--- src/rtl/led_mode_sequencer.sv ---
// Button-driven LED mode sequencer: synchronizes and debounces a raw push button,
// steps a four-mode FSM on each debounced press and drives two LEDs from a shared blink timer.
module led_mode_sequencer #(
  parameter int DEBOUNCE_CYCLES   = 1_000_000,
  parameter int BLINK_HALF_CYCLES = 12_500_000
) (
  input  logic       clk,
  input  logic       rst,
  input  logic       push_button,
  output logic       led_on_0,
  output logic       led_on_1,
  output logic [1:0] mode
);

  localparam int DW = $clog2(DEBOUNCE_CYCLES);
  localparam int BW = $clog2(BLINK_HALF_CYCLES);
  localparam logic [DW-1:0] DCNT_MAX = DW'(DEBOUNCE_CYCLES - 1);
  localparam logic [BW-1:0] BCNT_MAX = BW'(BLINK_HALF_CYCLES - 1);

  typedef enum logic [1:0] {
    OFF    = 2'd0,
    BLINK0 = 2'd1,
    ALT    = 2'd2,
    BOTH   = 2'd3
  } mode_t;

  logic          sync1;
  logic          sync2;
  logic          db;
  logic          db_d;
  logic [DW-1:0] dcnt;
  logic          press;
  logic [BW-1:0] bcnt;
  logic          phase;
  mode_t         mode_q;
  mode_t         mode_nxt;

  // Two-flop synchronizer on the asynchronous button pin
  always_ff @(posedge clk or posedge rst) begin
    if (rst) begin
      sync1 <= 1'b0;
      sync2 <= 1'b0;
    end else begin
      sync1 <= push_button;
      sync2 <= sync1;
    end
  end

  // Debounce: level changes only after DEBOUNCE_CYCLES consecutive disagreeing samples
  always_ff @(posedge clk or posedge rst) begin
    if (rst) begin
      db   <= 1'b0;
      dcnt <= '0;
    end else if (sync2 == db) begin
      dcnt <= '0;
    end else if (dcnt == DCNT_MAX) begin
      db   <= sync2;
      dcnt <= '0;
    end else begin
      dcnt <= dcnt + DW'(1);
    end
  end

  always_ff @(posedge clk or posedge rst) begin
    if (rst) begin
      db_d <= 1'b0;
    end else begin
      db_d <= db;
    end
  end

  assign press = db & ~db_d;

  // A press restarts the blink with a full "on" half-period, taking priority over a wrap
  always_ff @(posedge clk or posedge rst) begin
    if (rst) begin
      bcnt  <= '0;
      phase <= 1'b0;
    end else if (press) begin
      bcnt  <= '0;
      phase <= 1'b1;
    end else if (bcnt == BCNT_MAX) begin
      bcnt  <= '0;
      phase <= ~phase;
    end else begin
      bcnt  <= bcnt + BW'(1);
    end
  end

  always_ff @(posedge clk or posedge rst) begin
    if (rst) begin
      mode_q <= OFF;
    end else begin
      mode_q <= mode_nxt;
    end
  end

  always_comb begin
    mode_nxt = mode_q;
    if (press) begin
      unique case (mode_q)
        OFF:     mode_nxt = BLINK0;
        BLINK0:  mode_nxt = ALT;
        ALT:     mode_nxt = BOTH;
        BOTH:    mode_nxt = OFF;
        default: mode_nxt = OFF;
      endcase
    end
  end

  // LEDs decode only registered state, so they cannot glitch
  always_comb begin
    led_on_0 = 1'b0;
    led_on_1 = 1'b0;
    unique case (mode_q)
      OFF: begin
        led_on_0 = 1'b0;
        led_on_1 = 1'b0;
      end
      BLINK0: begin
        led_on_0 = phase;
        led_on_1 = 1'b0;
      end
      ALT: begin
        led_on_0 = phase;
        led_on_1 = ~phase;
      end
      BOTH: begin
        led_on_0 = phase;
        led_on_1 = phase;
      end
      default: begin
        led_on_0 = 1'b0;
        led_on_1 = 1'b0;
      end
    endcase
  end

  assign mode = mode_q;

endmodule

--- config.mk ---
export PLATFORM = sky130hd
export DESIGN_NAME = led_mode_sequencer
export DESIGN_NICKNAME = d
export VERILOG_FILES = /design/src/rtl/led_mode_sequencer.sv
export SDC_FILE = /design/constraint.sdc
export NUM_CORES = 1
export LEC_CHECK = 0
export BUFFER_PORTS_ARGS = -buffer_cell sky130_fd_sc_hd__buf_4
export CAP_MARGIN = 5
export CORE_AREA = 4 4 97 99
export CTS_BUF_LIST = sky130_fd_sc_hd__clkbuf_4 sky130_fd_sc_hd__clkbuf_8
export CTS_CLUSTER_DIAMETER = 60
export CTS_CLUSTER_SIZE = 30
export DETAILED_ROUTE_END_ITERATION = 6
export DIE_AREA = 0 0 101 103
export GPL_TIMING_DRIVEN = 0
export PLACE_DENSITY = 0.5
export SLEW_MARGIN = 40
export SYNTH_ARGS = -nofsm -noshare
export SYNTH_HDL_FRONTEND = slang
export SYNTH_SLANG_ARGS = --single-unit
--- constraint.sdc ---
create_clock -name clk -period 2.4 [get_ports clk]
set_clock_uncertainty 0.05 [all_clocks]
set_input_delay 0.12 -clock clk [delete_from_list [all_inputs] [get_ports clk]]
set_output_delay 0.12 -clock clk [all_outputs]
set_load 0.05 [all_outputs]
# Word-level counts from Yosys, hierarchy flattened

Index checks and enable logic that the tools add are counted.

Flip-flop bits (word level): 51
Input bits: 3
Logic and storage cells: 34

Add/sub/neg operators: 2
Eq/ne operators: 6
Muxes and demuxes: 9
Bitwise gates (word level): 4
Reduce and logical (&&, ||, !) cells: 5

Operator list:

| cell                    | number |
|---|---|
| $mux W24                | 2 |
| $mux W20                | 2 |
| $add A24 B1 Y24 const B | 1 |
| $eq A24 B24 Y1 const B  | 1 |
| $add A20 B1 Y20 const B | 1 |
| $eq A20 B20 Y1 const B  | 1 |
| $pmux W2 S4             | 1 |
| $eq A2 B2 Y1 const B    | 2 |
| $not A1 Y1              | 3 |
| $pmux W1 S3             | 1 |
| $reduce_or A3 Y1        | 1 |
| $eq A2 B1 Y1 const B    | 1 |
| $logic_not A2 Y1        | 1 |
| $mux W1                 | 2 |
| $pmux W1 S2             | 1 |
| $reduce_and A2 Y1       | 1 |
| $reduce_bool A2 Y1      | 1 |
| $reduce_or A2 Y1        | 1 |
| $and A1 B1 Y1           | 1 |
| $eq A1 B1 Y1            | 1 |

# Longest topological paths before layout

Gate-level depths: netlist of the first run.

Depth after elaboration: 3
Depth in mapped cells: 7
Gate-level depth less buffers: 5

# Worst setup path before layout of the first run

Ideal clock, no wire load.

Path type: register to output
From: register mode_q[0] (netlist: mode[0])
To: output led_on_0
Data arrival time: 1,701 ps
Slack: 529 ps
Stages on the path, launching flop included: 4
Buffers on the path: 0
Cell sequence: dfrtp_1 > inv_1 > ha_1 > nor2b_1

Longest elaborated chain between the ends: 3
Elaborated cells between the ends (all ways): 6
Classes of those cells: eq/ne (3); mux (1); reduce/logical (2)

RTL lines:

| what                                                | RTL line | source |
|---|---|---|
| start, declared                                     | 35       | `mode_t mode_q;` |
| start signal, assigned                              | 94       | `mode_q <= mode_nxt;` |
| $eq A2 B2 Y1 / $eq A2 B1 Y1 (equally long branches) | 115      | `unique case (mode_q)` |
| $reduce_or A3 Y1 (no source line)                   | -        |  |
| $pmux W1 S2 (*)                                     | 115      |  |
| end, declared                                       | 10       | `output logic led_on_0,` |

Mark *: on every way between the ends. The rest lies on a longest branch, timed or not.

# Final worst setup path of the first run

From: register bcnt[0]
To: register bcnt[22]

Longest elaborated chain between the ends: 3
Elaborated cells between the ends (all ways): 4
Classes of those cells: add/sub (1); eq/ne (1); mux (2)

RTL lines:

| what                                                     | RTL line | source |
|---|---|---|
| start, declared                                          | 33       | `logic [BW-1:0] bcnt;` |
| start signal, assigned                                   | 86       | `bcnt <= bcnt + BW'(1);` |
| $add A24 B1 Y24 / $eq A24 B24 Y1 (equally long branches) | 86, 82   |  |
| $mux W24 (*)                                             | 82       | `end else if (bcnt == BCNT_MAX) begin` |
| $mux W24 (*)                                             | 79       | `end else if (press) begin` |

Marked as above.
A chain may end at the register's enable or synchronous reset.

==> impl_metrics.tcl, run 1 <==
set metrics [dict create \
    run_status "completed" \
    fp.dieW_um 101 \
    globalRouteTotalUtil 0.106 \
    leakagePower_nw 1.17 \
    yosysWarnings 0 \
    fmax_ghz 0.473 \
    core_mm2 0.00855 \
    synth.net_count 272 \
    slew_headroom 0.684 \
    grt_max_degree 36 \
    die_h_um 103 \
    dieArea_mm2 0.0104 \
    setup_viol 0 \
    first_global_vias 1970 \
    overflow 0 \
    grt_setup_unrepaired "no" \
    clk_latency_ns 0.30 \
    crit_path_top_delay_cell "or4_1" \
    power_density_mw_per_mm2 523 \
    top_layer_used "met4" \
    critPathLaunchType "flop" \
    drtPass1Iterations 4 \
    grt_pass1_wl_um 8990 \
    min_period_ns 2.12 \
    end_kind "flop" \
    vias 1904 \
    drtIter0Drc 39 \
    antenna_found_initial 0 \
    seq_area_frac_synth 0.503 \
    setup_tns_ns 0 \
    routedLengthMet1_um 2420 \
    finalHoldViolCount 0 \
    fillCellCount 870 \
    rows 34 \
    wl_per_cell_um 12.5 \
    drt-vias-per-instance 4.91 \
    drive_above_1_share 0.0929 \
    synthCells 264 \
    crit_required_ns 2.58 \
    cts_root_buf "clkbuf_8" \
    worstPathCellList "ha_1 -> and4_1 -> buf_2 -> nand4_1 -> or4_1 -> a21oi_1" \
    tightest_slew_ns 0.474 \
    ant_nets 0 \
    drt-total-wl_um 4830 \
    worst-path-max-fanout 9 \
    wl_met3_um 106 \
    start_util 0.297 \
    dr_wl_met2_um 2250 \
    h-tree-depth 2 \
    total_power_mw 1.50 \
    numCtsBuffers 5 \
    syn_area_mm2 0.00254 \
    cts.sinks 51 \
    path_buf_inv 1 \
    path_class "reg -> reg" \
    critPathMaxStageDelay_ns 0.51 \
    nets 288 \
    clock_path_buffers 2 \
    gp_congestion 0.753 \
    slew_viol_final 0 \
    maxCapViolCount 0 \
    cpLargestDelayFamily "simple AND/OR/NAND/NOR gates" \
    route.detailed.drc 0 \
    io_buffers 6 \
    place_hpwl_um 3410 \
    peakVddDrop_mv 0.202 \
    crit_arrival_ns 2.30 \
    yosysUniqueCellTypes 31 \
    synth_seq_cells 51 \
    clk_pin_slew_ns 0.09 \
    pin_count 7 \
    cts_tree "built" \
    finalCritPeriodShare 0.881 \
    avgSynthCellArea_um2 9.61 \
    area_growth_pct 13.1 \
    diodes 0 \
    min_path_type "in -> async" \
]
cell usage after synthesis (all sizes together):
cell | n | area [um^2]
dfrtp | 51 | 1280
nor2 | 32 | 120
nand3 | 17 | 85.1
a21oi | 16 | 80.1
o21ai | 16 | 80.1
or3 | 16 | 100
xnor2 | 15 | 131
nand4 | 14 | 93.8
nand2 | 13 | 48.8
xor2 | 11 | 96.3
inv | 10 | 37.5
nor3 | 6 | 30.0
nor4 | 6 | 37.5
and4 | 5 | 43.8
clkbuf | 5 | 18.8
ha | 5 | 62.6
and3 | 4 | 25.0
buf | 4 | 22.5
or4 | 4 | 30.0
and2 | 3 | 18.8
mux2 | 3 | 33.8
nor4b | 2 | 17.5
a31o | 1 | 8.76
and3b | 1 | 8.76
nand2b | 1 | 6.26
nand4b | 1 | 8.76
nor2b | 1 | 6.26
o31ai | 1 | 7.51
tightest hold or removal path, delay by kind of cell:
family / cells / cell delay (ns)
buffers and inverters: 3 / 0.86
per-stage QoR:
step	hold slack [ns]	cells	setup WS [ns]	utilization	area (um^2)
after CTS	0.248	388	0.109	0.335	2870
final	0.249	388	0.285	0.335	2870
after detailed placement	0.0269	379	0.133	0.320	2740
after global routing	0.285	388	0.0632	0.335	2870
after floorplan	0.101	264	0.529	-	2540
after global placement	0.180	378	0.167	0.318	2720
metal layers:
layer,vias to the layer above,GRT usage
met5,-,0
met4,0,0.0337
met3,5,0.0223
met2,8,0.181
met1,921,0.136
li1,970,-
final timing paths:
| kind | startpoint | end | slack (ns) | depth (start not counted) |
|---|---|---|---|---|
| max | bcnt[0] | bcnt[22] | 0.28 | 6 |
| min | rst | mode[0] | 0.25 | 3 |
| max reg2reg | bcnt[0] | bcnt[22] | 0.28 | 6 |
| min reg2reg | sync1 | sync2 | 0.31 | 0 |
| max in group asynchronous | rst | dcnt[19] | 1.60 | 4 |
| min in group clk | sync1 | sync2 | 0.31 | 0 |
power breakdown:
| group | total, mW | internal, mW | switching [mW] |
|---|---|---|---|
| Clock | 0.587 | 0.305 | 0.282 |
| Combinational | 0.0415 | 0.0131 | 0.0283 |
| Sequential | 0.870 | 0.864 | 0.00612 |
placed cells by master (no fill, tap or decap), types with 7 or more instances in the layout:
master	n
nand4_1	13
xor2_1	11
xnor2_1	15
or3_1	16
buf_4	7
nor2_1	32
inv_1	9
dfrtp_1	51
nand3_1	17
nand2_1	13
o21ai_0	15
a21oi_1	16
area by class of cell:
class | instances | area [um^2] | area share
sequential | 51 | 1280 | 0.445
multi-input combinational | 194 | 1180 | 0.412
tap | 108 | 135 | 0.0471
timing repair buffer | 9 | 85.1 | 0.0297
clock buffer | 5 | 68.8 | 0.0240
buffer | 9 | 43.8 | 0.0153
inverter | 10 | 40.0 | 0.0140
clock inverter | 2 | 37.5 | 0.0131
kinds of logic (layout without fill, tap and decap cells):
logic type	Yosys count	in the layout	share of synthesized area
DFF	51	51	0.503
buffers and inverters	19	35	0.0311
adders and majority gates	5	5	0.0247
and+or+nand+nor	126	126	0.268
AOI/OAI and AO/OA	34	34	0.0696
muxes	3	3	0.0133
xor gates and xnor gates	26	26	0.0898
registers in the layout, summed over array words and instances, names as in the netlist:
signal and count:
db_d 1, db 1, sync1 1, phase 1, mode 2, bcnt 24, sync2 1, dcnt 20
repair_timing:
| action | 4_1_cts | 5_1_grt |
|---|---|---|
| resized for setup | 0 | 4 |
| hold endpoints to repair | 52 | 0 |
| endpoints found under the setup margin | 0 | 20 |
| setup buffers | 0 | 0 |
| hold buffers | 2 | 0 |
No activity file was read; power rests on OpenSTA's default activity.
==> run 2, diff against run 1 <==
Settings changed: PLACE_DENSITY 0.5 to 0.41.
==> run 2 against run 1 <==
Sequential power about the same. Via count up 0.21%. Combinational power up 2%. Flip-flop and latch count unchanged. Non-clock buffer count unchanged. Critical path depth unchanged. Worst setup slack better by 0.0023 ns. Hold slack worse by 0.022 ns. Global-route usage up 0.53 points. Critical endpoint is now bcnt[4]. Largest cell class unchanged. Highest routed layer unchanged.
==> impl_metrics.tcl, run 2 (synthesis results as in run 1) <==
set metrics [dict create \
    ant_nets 0 \
    layout_common_cells "dfrtp_1 (51), nor2_1 (32), nand3_1 (17), or3_1 (16), a21oi_1 (16)" \
    grt_pass1_wl_um 9220 \
    top_register "bcnt" \
    drtIter0Drc 69 \
    crit_path_end "bcnt[4]" \
    slew_viol_final 0 \
    setup_tns_ns 0 \
    place_hpwl_um 3650 \
    finalCritPeriodShare 0.880 \
    peakVddDrop_mv 0.193 \
    slew_headroom 0.674 \
    min_path_type "in -> async" \
    fp.dieW_um 101 \
    drt-vias-per-instance 4.90 \
    end_kind "flop" \
    fillCellCount 871 \
    grt_setup_unrepaired "no" \
    largest_register_ffs 24 \
    rows 34 \
    die_h_um 103 \
    cts_root_buf "clkbuf_8" \
    io_buffers 6 \
    h-tree-depth 2 \
    vias 1908 \
    multi_input_area_mm2 0.00118 \
    min_period_ns 2.11 \
    cts_setup_buffers 0 \
    wl_per_cell_um 13.4 \
    reg2reg_slack_ns 0.29 \
    power_density_mw_per_mm2 514 \
    register_area_mm2 0.00128 \
    first_global_vias 1837 \
    antenna_found_initial 0 \
    pin_count 7 \
    tightest_slew_ns 0.489 \
    drtPass1Iterations 4 \
    numCtsBuffers 5 \
    setup_viol 0 \
    clock_path_buffers 2 \
    diodes 0 \
    reg2reg_from "bcnt[9]" \
    worst-path-max-fanout 10 \
    crit_arrival_ns 2.26 \
    drt-total-wl_um 5210 \
    dieArea_mm2 0.0104 \
    leakagePower_nw 1.17 \
    cts_tree "built" \
    route.detailed.drc 0 \
    critPathLaunchType "flop" \
    grt_max_degree 41 \
    hold_ws_ns 0.226 \
    layout.cells.most_common "dfrtp_1" \
    maxCapViolCount 0 \
    drive_above_1_share 0.0961 \
    overflow 0 \
    core_mm2 0.00855 \
    area_growth_pct 13.0 \
    globalRouteTotalUtil 0.112 \
    run_status "completed" \
    rr_endpoint "bcnt[4]" \
    nets 288 \
    finalHoldViolCount 0 \
    rr_worst_depth 6 \
    fin_util 0.335 \
    clk_latency_ns 0.30 \
    startpoint "bcnt[9]" \
    gp_congestion 0.769 \
    start_util 0.297 \
    clk_pin_slew_ns 0.10 \
    path_class "reg -> reg" \
    cts.sinks 51 \
    fmax_ghz 0.473 \
    crit_required_ns 2.54 \
]
## run 2: how the worst min path moves through the flow
| stage | start | endpoint | slack, ns | depth (start not counted) |
|---|---|---|---|---|
| 2_1_floorplan | push_button | sync1 | 0.10 | 0 |
| 3_3_place_gp | push_button | sync1 | 0.18 | 1 |
| 3_5_place_dp | rst | dcnt[17] | -0.001 | 2 |
| 4_1_cts | rst | dcnt[12] | 0.22 | 3 |
| 5_1_grt | rst | dcnt[12] | 0.22 | 3 |
| 6_report | rst | dcnt[12] | 0.23 | 3 |
## run 2: per-stage QoR
stage | std cells | setup WS, ns | total power, mW | instance area [um^2]
2_1_floorplan | 264 | 0.529 | 0.911 | 2540
3_3_place_gp | 378 | 0.0772 | 0.925 | 2720
3_5_place_dp | 379 | 0.107 | 0.930 | 2740
4_1_cts | 389 | 0.0895 | 1.50 | 2860
5_1_grt | 389 | 0.0191 | 1.54 | 2870
6_report | 389 | 0.287 | 1.47 | 2870
## run 2: layout make-up
cell class | instances | share of cell area
sequential | 51 | 0.445
multi-input combinational | 194 | 0.412
tap | 108 | 0.0472
clock buffer | 8 | 0.0362
timing repair buffer | 9 | 0.0297
buffer | 9 | 0.0153
inverter | 10 | 0.0140
## run 2: what timing repair did
item | in CTS | in global routing
endpoints found under the setup margin | 0 | 20
gates resized for setup | 0 | 4
hold buffers | 2 | 0
endpoints found under the hold margin | 52 | 0
## run 2: where the power goes
group	switching [mW]	leakage [nW]	internal [mW]	total, mW
registers	0.00655	0.691	0.864	0.871
logic	0.0292	0.427	0.0131	0.0423
clock network	0.284	0.0549	0.275	0.559
## run 2: worst max-delay path, cell delays in order, from the launching register on
cell	delay [ns]
dfrtp_1	0.37
buf_2	0.16
nor4_1	0.40
nand4b_1	0.19
o21ai_1	0.42
clkbuf_2	0.33
nor2_1	0.08
## run 2: layer usage
metal / track usage / routed length [um]
met5: 0 / 0
met3: 0.0284 / 166
met1: 0.161 / 2760
met2: 0.165 / 2220
met4: 0.0337 / 59
==> run 3, diff against run 2 <==
Settings changed: SLEW_MARGIN 40 to 20.
Clock period 2.4 ns to 2.5 ns, I/O delays scaled along.
==> run 3 against run 2 <==
Register-to-register slack worse by 0.08 ns. Total power down 7.3%. First-iteration DRC count down 35%. Die area unchanged. Worst setup slack got worse by 0.075 ns. Largest cell class unchanged. Flip-flop and latch count unchanged. Critical path depth did not move. Highest routed layer unchanged.
==> impl_metrics.tcl, run 3 (synthesis results as in run 1) <==
set metrics [dict create \
    clock_path_buffers 2 \
    start_util 0.297 \
    pwr-share-comb 0.027 \
    largest_register_ffs 24 \
    numCtsBuffers 5 \
    globalRouteTotalUtil 0.111 \
    gp_congestion 0.769 \
    layout_common_cells "dfrtp_1 (51), nor2_1 (32), nand3_1 (17), or3_1 (16), a21oi_1 (16)" \
    min_period_ns 2.29 \
    nets 287 \
    setup_viol 0 \
    h-tree-depth 2 \
    wl_per_cell_um 13.5 \
    multi_input_area_mm2 0.00118 \
    leakagePower_nw 1.15 \
    drtPass1Iterations 4 \
    crit_required_ns 2.62 \
    drt-vias-per-instance 4.87 \
    power_density_mw_per_mm2 483 \
    layout.cells.most_common "dfrtp_1" \
    tightest_slew_ns 0.657 \
    peakVddDrop_mv 0.178 \
    dp_slack_ns 0.185 \
    first_global_vias 1842 \
    fmax_ghz 0.437 \
    grt_pass1_wl_um 9110 \
    fin_util 0.331 \
    cts_root_buf "clkbuf_8" \
    die_h_um 103 \
    pin_count 7 \
    rows 34 \
    slew_viol_final 0 \
    fp.dieW_um 101 \
    cts.sinks 51 \
    p_clk_frac 0.361 \
    critPathLaunchType "flop" \
    min_path_type "reg -> reg" \
    setup_tns_ns 0 \
    vias 1883 \
    seq_power_share 0.612 \
    register_area_mm2 0.00128 \
    clk_latency_ns 0.30 \
    fin_ws_ns 0.212 \
    p_sw_mw 0.308 \
    core_mm2 0.00855 \
    antenna_found_initial 0 \
    dieArea_mm2 0.0104 \
    end_kind "flop" \
    ant_nets 0 \
    grt_max_degree 52 \
    top_register "bcnt" \
    area_growth_pct 11.4 \
    p_int_mw 1.06 \
    maxCapViolCount 0 \
    grt_setup_unrepaired "no" \
    worst-path-max-fanout 10 \
    finalHoldViolCount 0 \
    crit_arrival_ns 2.41 \
    finalCritPeriodShare 0.915 \
    clk_pin_slew_ns 0.09 \
    run_status "completed" \
    slew_headroom 0.562 \
    drtIter0Drc 45 \
    drive_above_1_share 0.0824 \
    overflow 0 \
    fillCellCount 868 \
    path_class "reg -> reg" \
    io_buffers 6 \
    place_hpwl_um 3520 \
    drt-total-wl_um 5230 \
    cts_tree "built" \
    swShare 0.226 \
    diodes 0 \
    route.detailed.drc 0 \
]
[run 3: worst max-delay path, cell delays in order, from the launching register on]
cell and delay (ns):
dfrtp_1 0.37, buf_2 0.16, nor4_1 0.39, nand4b_1 0.19, o21ai_1 0.42, buf_1 0.47, nor2_1 0.11
[run 3: metal layers]
layer  vias up  global-route usage  wire, um
met5         -                   0         0
met4         0              0.0368        62
met3         5              0.0284       165
met2        23               0.167      2170
met1       892               0.156      2830
li1        963                   -         -
[run 3: cell type report]
class	count	area share
Sequential cell	51	0.452
Multi-Input combinational cell	194	0.418
Tap cell	108	0.0478
Clock buffer	6	0.0292
Timing Repair Buffer	8	0.0230
Buffer	9	0.0146
Inverter	10	0.0142
Clock inverter	1	0.00177
[run 3: path summary, 6_finish.rpt]
path                       slack (ns)  endpoint     from  depth (start not counted)
max in group asynchronous        1.54   dcnt[4]      rst                          3
hold / removal                   0.31     sync2    sync1                          0
setup reg to reg                 0.21   bcnt[4]  bcnt[9]                          6
hold reg to reg                  0.31     sync2    sync1                          0
setup / recovery                 0.21   bcnt[4]  bcnt[9]                          6
min in group asynchronous        0.41  dcnt[17]      rst                          3
[run 3: timing repair]
action                                 4_1_cts  5_1_grt
buffers inserted                             0        0
endpoints found under the hold margin       52        0
resized for setup                            0        1
setup endpoints to repair                    0        1
hold buffers                                 2        0
[run 3: metrics by stage]
stage | instances | total power, mW | hold WS (ns) | cell area (um^2)
5_1_grt | 387 | 1.43 | 0.327 | 2830
3_5_place_dp | 378 | 0.889 | 0.186 | 2720
4_1_cts | 387 | 1.39 | 0.322 | 2830
6_report | 387 | 1.37 | 0.314 | 2830
2_1_floorplan | 264 | 0.874 | 0.106 | 2540
3_3_place_gp | 378 | 0.888 | 0.186 | 2720
[run 3: power groups by stage]
stage	Clock, mW	Sequential, mW	Combinational (mW)
finish	0.492	0.836	0.0370
global route	0.543	0.837	0.0446
CTS	0.513	0.836	0.0395
detailed placement	0	0.852	0.0365
global placement	0	0.852	0.0359
floorplan	0	0.851	0.0237
